**src/rtl/sys_defs.sv**
```systemverilog
// Shared memory-bus definitions: bus commands, memory tags and request owners.
package sys_defs;

   localparam int unsigned XLEN    = 32;
   localparam int unsigned NumTags = 15;

   typedef logic [3:0] MEM_TAG;

   typedef enum logic [1:0] {
      BUS_NONE  = 2'h0,
      BUS_LOAD  = 2'h1,
      BUS_STORE = 2'h2
   } BUS_COMMAND;

   typedef enum logic {
      ICACHE = 1'b0,
      DCACHE = 1'b1
   } owner_e;

endpackage

```
**src/rtl/mem_tag_table.sv**
```systemverilog
// Outstanding-load owner table for memory tags 1..15; allocation beats a same-cycle free.
module mem_tag_table
   import sys_defs::*;
(
   input  logic   clk_i,
   input  logic   rst_ni,
   input  logic   alloc_valid_i,
   input  MEM_TAG alloc_tag_i,
   input  owner_e alloc_owner_i,
   input  logic   free_valid_i,
   input  MEM_TAG free_tag_i,
   input  MEM_TAG lookup_tag_i,
   output logic   lookup_valid_o,
   output owner_e lookup_owner_o
);

   logic [NumTags:1] valid_q, valid_d;
   owner_e           owner_q [NumTags:1];
   owner_e           owner_d [NumTags:1];

   always_comb begin
      valid_d = valid_q;
      owner_d = owner_q;
      for (int unsigned i = 1; i <= NumTags; i++) begin
         if (free_valid_i && (free_tag_i == MEM_TAG'(i))) begin
            valid_d[i] = 1'b0;
         end
         if (alloc_valid_i && (alloc_tag_i == MEM_TAG'(i))) begin
            valid_d[i] = 1'b1;
            owner_d[i] = alloc_owner_i;
         end
      end
   end

   always_ff @(posedge clk_i or negedge rst_ni) begin
      if (!rst_ni) begin
         valid_q <= '0;
         for (int unsigned i = 1; i <= NumTags; i++) begin
            owner_q[i] <= ICACHE;
         end
      end else begin
         valid_q <= valid_d;
         owner_q <= owner_d;
      end
   end

   // Tag 0 matches no entry, so it never reports valid.
   always_comb begin
      lookup_valid_o = 1'b0;
      lookup_owner_o = ICACHE;
      for (int unsigned i = 1; i <= NumTags; i++) begin
         if (lookup_tag_i == MEM_TAG'(i)) begin
            lookup_valid_o = valid_q[i];
            lookup_owner_o = owner_q[i];
         end
      end
   end

endmodule

```
**src/rtl/mem_arbiter.sv**
```systemverilog
// Arbitrates icache/dcache requests onto one memory port and routes tagged load data back.
module mem_arbiter
   import sys_defs::*;
#(
   parameter int unsigned STARVE_LIMIT = 4
) (
   input  logic             clock,
   input  logic             reset,
   input  logic             icache_req_valid,
   input  logic [XLEN-1:0]  icache_req_addr,
   input  logic             dcache_req_valid,
   input  BUS_COMMAND       dcache_req_cmd,
   input  logic [XLEN-1:0]  dcache_req_addr,
   input  logic [63:0]      dcache_req_data,
   output logic             icache_grant,
   output logic             dcache_grant,
   output MEM_TAG           icache_resp_tag,
   output MEM_TAG           dcache_resp_tag,
   output logic             icache_data_valid,
   output logic             dcache_data_valid,
   output MEM_TAG           icache_data_tag,
   output MEM_TAG           dcache_data_tag,
   output logic [63:0]      icache_data,
   output logic [63:0]      dcache_data,
   output BUS_COMMAND       proc2mem_command,
   output logic [XLEN-1:0]  proc2mem_addr,
   output logic [63:0]      proc2mem_data,
   input  MEM_TAG           mem2proc_response,
   input  logic [63:0]      mem2proc_data,
   input  MEM_TAG           mem2proc_tag,
   output logic             stray_tag
);

   localparam int unsigned CntW = (STARVE_LIMIT > 0) ? $clog2(STARVE_LIMIT + 1) : 1;
   localparam logic [CntW-1:0] StarveMax = CntW'(STARVE_LIMIT);

   logic [CntW-1:0] starve_q, starve_d;
   logic            ic_sel, dc_sel, accept;
   logic            alloc_valid;
   logic            lookup_valid, route_hit;
   owner_e          lookup_owner;

   always_comb begin
      dc_sel = dcache_req_valid && !(icache_req_valid && (starve_q == StarveMax));
      ic_sel = icache_req_valid && !dc_sel;
      accept = reset && (mem2proc_response != '0);
   end

   always_comb begin
      proc2mem_command = BUS_NONE;
      proc2mem_addr    = '0;
      proc2mem_data    = '0;
      if (reset && dc_sel) begin
         proc2mem_command = dcache_req_cmd;
         proc2mem_addr    = dcache_req_addr;
         proc2mem_data    = dcache_req_data;
      end else if (reset && ic_sel) begin
         proc2mem_command = BUS_LOAD;
         proc2mem_addr    = icache_req_addr;
      end
   end

   always_comb begin
      icache_grant    = ic_sel && accept;
      dcache_grant    = dc_sel && accept;
      icache_resp_tag = icache_grant ? mem2proc_response : '0;
      dcache_resp_tag = dcache_grant ? mem2proc_response : '0;
      alloc_valid     = accept && (proc2mem_command == BUS_LOAD);
   end

   // Waiting icache loses only while dcache is actually granted.
   always_comb begin
      starve_d = starve_q;
      if (!icache_req_valid || icache_grant) begin
         starve_d = '0;
      end else if (dcache_grant && (starve_q != StarveMax)) begin
         starve_d = starve_q + CntW'(1);
      end
   end

   always_ff @(posedge clock or negedge reset) begin
      if (!reset) begin
         starve_q <= '0;
      end else begin
         starve_q <= starve_d;
      end
   end

   mem_tag_table u_tag_table (
      .clk_i          (clock),
      .rst_ni         (reset),
      .alloc_valid_i  (alloc_valid),
      .alloc_tag_i    (mem2proc_response),
      .alloc_owner_i  (dc_sel ? DCACHE : ICACHE),
      .free_valid_i   (route_hit),
      .free_tag_i     (mem2proc_tag),
      .lookup_tag_i   (mem2proc_tag),
      .lookup_valid_o (lookup_valid),
      .lookup_owner_o (lookup_owner)
   );

   always_comb begin
      route_hit         = reset && (mem2proc_tag != '0) && lookup_valid;
      stray_tag         = reset && (mem2proc_tag != '0) && !lookup_valid;
      icache_data_valid = route_hit && (lookup_owner == ICACHE);
      dcache_data_valid = route_hit && (lookup_owner == DCACHE);
      icache_data_tag   = icache_data_valid ? mem2proc_tag  : '0;
      dcache_data_tag   = dcache_data_valid ? mem2proc_tag  : '0;
      icache_data       = icache_data_valid ? mem2proc_data : '0;
      dcache_data       = dcache_data_valid ? mem2proc_data : '0;
   end

endmodule

```
**config.mk**
```make
export PLATFORM = sky130hd
export DESIGN_NAME = mem_arbiter
export DESIGN_NICKNAME = d
export VERILOG_FILES = /design/src/rtl/sys_defs.sv /design/src/rtl/mem_tag_table.sv /design/src/rtl/mem_arbiter.sv
export SDC_FILE = /design/constraint.sdc
export NUM_CORES = 1
export LEC_CHECK = 0
export ABC_AREA = 1
export CORE_AREA = 2 2 176 178
export CTS_CLUSTER_SIZE = 12
export DETAILED_ROUTE_END_ITERATION = 10
export DIE_AREA = 0 0 178 180
export GPL_ROUTABILITY_DRIVEN = 0
export HOLD_SLACK_MARGIN = 0.06
export SKIP_CTS_REPAIR_TIMING = 1
export SYNTH_ARGS = -nofsm -noshare
export SYNTH_HDL_FRONTEND = slang
export SYNTH_SLANG_ARGS = --single-unit
```
**constraint.sdc**
```tcl
create_clock -name clock -period 4.5 [get_ports clock]
set_input_delay 1.35 -clock clock [delete_from_list [all_inputs] [get_ports clock]]
set_output_delay 1.35 -clock clock [all_outputs]
set_load 0.01 [all_outputs]
```
==> impl_results.md <==
* Die width at roughly 180 µm
* Endpoints failing hold at 0
* Max-capacitance violation count at 0
* F_max at 214 MHz
* Top area cells in the synthesized netlist: sky130_fd_sc_hd__nor3_2, sky130_fd_sc_hd__dfrtp_1, sky130_fd_sc_hd__inv_1
* Startpoint class of the critical path: input port
* Average wire length per cell after detail routing at 18.7 µm
* Class of the tightest hold or removal check: register to register
* Adder-cell share of the synthesized area at 0.00549
* Leading cell type by number of instances after synthesis: sky130_fd_sc_hd__inv_1
* Critical path peak fanout at 7
* Finish-stage setup viols at between 100 and 150
* Number of placed I/O pins at between 400 and 500
* Distinct cells, synth at 26
* Placeable core region at between 0.03 and 0.04 mm²
* Congestion Overflow GR at 0
* Compound-Gate Fraction of Synth Area at 0.0862
* Post-synthesis area per instance at roughly 6.6 µm²
* Type of the setup path with the least slack: input port to output pin
* Crit path capture type: output pin
* Number of rows in the core area at 64
* EDFF count, synth at 0
* Share of layout cells above drive strength 1 at 0.372
* Number of instances in the placed design at approximately 1.6k
* Number of instances in the synthesized netlist at between 600 and 700
* Placed wire-length estimate after detailed placement at 24.5 mm
* Layer with the highest usage after global routing: met2
* Skew final at roughly 0.0026 ns
* Prevailing post-synth register cell: sky130_fd_sc_hd__dfrtp_1
* Met2 usage in global routing at 0.319
* Rel. slew slack at 0.614
* Share of synthesized cell area in and, or, nand and nor gates at 0.521
* Number of remaining DRC errors at 0
* Vias in the first global route at 6382
* Initial antenna violation count at 5
* Total standard cell area after synthesis at roughly 0.0046 mm²
* DIE HEIGHT at 180 µm
* Delay of the slowest cell on the worst path at between 0.15 and 0.2 ns
* Register area share after synthesis at 0.181
* Share of the clock period used by the worst path at 1.04
* Area grow syn2layout at 147%
* Non-filler cells in the finished layout at about 1.6k
* DRT iter0 DRCs at roughly 230
* Maximum root-to-sink buffer count at 2
* Violated checks: setup timing
* Global routing met1 resource utilization at 0.162
* Clock tree from TritonCTS: built
* Routed wire length at around 30 mm
* Leading cell types by count after synthesis: sky130_fd_sc_hd__inv_1, sky130_fd_sc_hd__nor3_2, sky130_fd_sc_hd__nor2_1
* Global Route met3 Usage at 0.0387
* Area share of the leading cell type in the synthesized netlist at 0.281
* Synthesized flop and latch total at 33
* Syn_nets at 895
* Combinational family with the most area after synthesis: simple AND/OR/NAND/NOR gates
* Post-Place Setup Slack at -1.03 ns
* Warnings, synthesis at 0
* Xor and xnor fraction of the mapped netlist area at 0.00192
* Final-layout fill cell count at between 3k and 4k
* Mux cell area share after synthesis at 0
* CTS H-Tree Depth at 2
* Number of optimization iterations in the first detailed-route pass at 4
* Clock Sink Count at 33
* Endpoint arrival time on the critical path at ~3.3 ns
* Global-route wire length before repair at between 30 and 40 mm
* Static leakage power at between 0.006 and 0.007 µW
* Number of pins exceeding their max-slew limit in the final report at 0
* Post-DRT Antenna Nets at 0
* GR Util All Layers at 0.163
* Largest net degree at the start of global routing at 46
* Total clock buffers created by CTS at 5
* Cell-by-cell trace of the critical path: buf_12, clkinv_8, nor2_4, nand3_2, nand2_1, nor2_1, nand4_1, nor2_1, nand4_1, nor2_2, nand4_4, nand3_4, buf_12, buf_12, buf_6, clkbuf_16, nor3_2, buf_2
* Max VDD drop at 0.113 mV
* RSZ-0062 raised after global routing: yes
* Most frequent cell on the critical path: sky130_fd_sc_hd__buf_12
* Initial standard-cell utilization of the core at 0.151
* Number of buffer cells added on primary ports at 452
* Measured slew at the worst slew-check pin at ~0.57 ns
* Cell type contributing the most total cell area after synthesis: sky130_fd_sc_hd__nor3_2
* Clock Pin Slew Worst Setup and Hold Paths at approximately 0.06 ns
* Minimum clock period at about 4.7 ns
* Ratio of total power to cell area at about 200 mW/mm²
* Final worst-path setup slack at -0.174 ns
* Final net count at about 1.4k
* Root cell of the clock tree: sky130_fd_sc_hd__clkbuf_16
* Routed vias/inst at approximately 4
* Vias at 6698
* Run status: finished, violations left
* Clock insertion delay at the later pin of the skew report at approximately 0.28 ns
* Required time of the worst setup path at 3.15 ns
* Proportion of register bits with asynchronous set or reset after synthesis at 1.00
* Die Footprint at around 0.032 mm²
* Cell with the largest stage delay on the worst path: sky130_fd_sc_hd__nor2_2
* Worst hold slack at 0.467 ns
[registers in the layout, summed over array words and instances (netlist names)]
| signal | count |
|---|---|
| u_tag_table.owner_q | 15 |
| u_tag_table.valid_q | 15 |
| starve_q | 3 |
[critical path: cells and delay by family]
kind / cells / cell delay, ns
buffers and inverters: 7 / 0.86
and+or+nand+nor: 11 / 1.11
[cells by family (layout without fill, tap and decap cells)]
group,count (synthesis),in the layout
buf+inv,212,750
compound gates,54,54
other cells,0,3
fa+ha+maj,2,2
flops,33,33
xor+xnor,1,1
simple gates,385,386
[per-stage QoR]
step / power (µW) / cell area, µm² / util / setup TNS (ns)
2_1_floorplan: 912 / 4560 / - / 0
3_3_place_gp: 1510 / 10000 / 0.332 / -128.64
3_5_place_dp: 1520 / 10000 / 0.332 / -130.08
4_1_cts: 1920 / 10200 / 0.338 / -133.79
5_1_grt: 2370 / 11300 / 0.373 / -28.31
6_report: 2240 / 11300 / 0.373 / -10.55
[per-layer routing]
layer,share of wire,up-vias,routed length (µm)
li1,-,3232,-
met1,0.34,3063,10400
met2,0.54,351,16500
met3,0.073,52,2200
met4,0.042,0,1280
met5,0,-,0
[power breakdown]
group          leakage, µW  total (µW)  internal, µW  switching [µW]
registers         0.000420         408           366            42.3
clock network    0.0000800         397           262             135
logic              0.00638        1440           740             697
[layout make-up]
cell class	instances	area (µm²)	share of cell area
Clock buffer	5	125	0.0111
Sequential cell	33	826	0.0734
Multi-Input combinational cell	443	3230	0.287
Antenna cell	3	7.51	0.000667
Inverter	166	656	0.0582
Timing Repair Buffer	576	5870	0.522
Tap cell	396	495	0.0440
Clock inverter	3	46.3	0.00411
[layout by cell type, fill, tap and decap left out, drive strengths merged]
cell type,instances
nor3,141
inv,164
o21ai,17
diode,3
nor2,112
nand4,22
a21oi,4
nand3,9
ha,2
clkbuf,80
nand2,99
a22o,32
clkinvlp,1
and3,2
buf,194
a21boi,1
clkdlybuf4s50,200
bufinv,1
or2,1
dlymetal6s2s,107
xor2,1
clkinv,3
dfrtp,33
[final timing paths]
check	start	end	slack [ns]	depth (start not counted)
max reg2reg	starve_q[0]	u_tag_table.owner_q[14]	1.94	15
max in group asynchronous	reset	u_tag_table.valid_q[15]	2.55	3
min	u_tag_table.valid_q[9]	u_tag_table.valid_q[9]	0.47	2
max	mem2proc_tag[0]	icache_data[11]	-0.17	18
min in group asynchronous	reset	starve_q[2]	1.64	3
min reg2reg	u_tag_table.valid_q[9]	u_tag_table.valid_q[9]	0.47	2
Power figures use the tool's default switching activity.
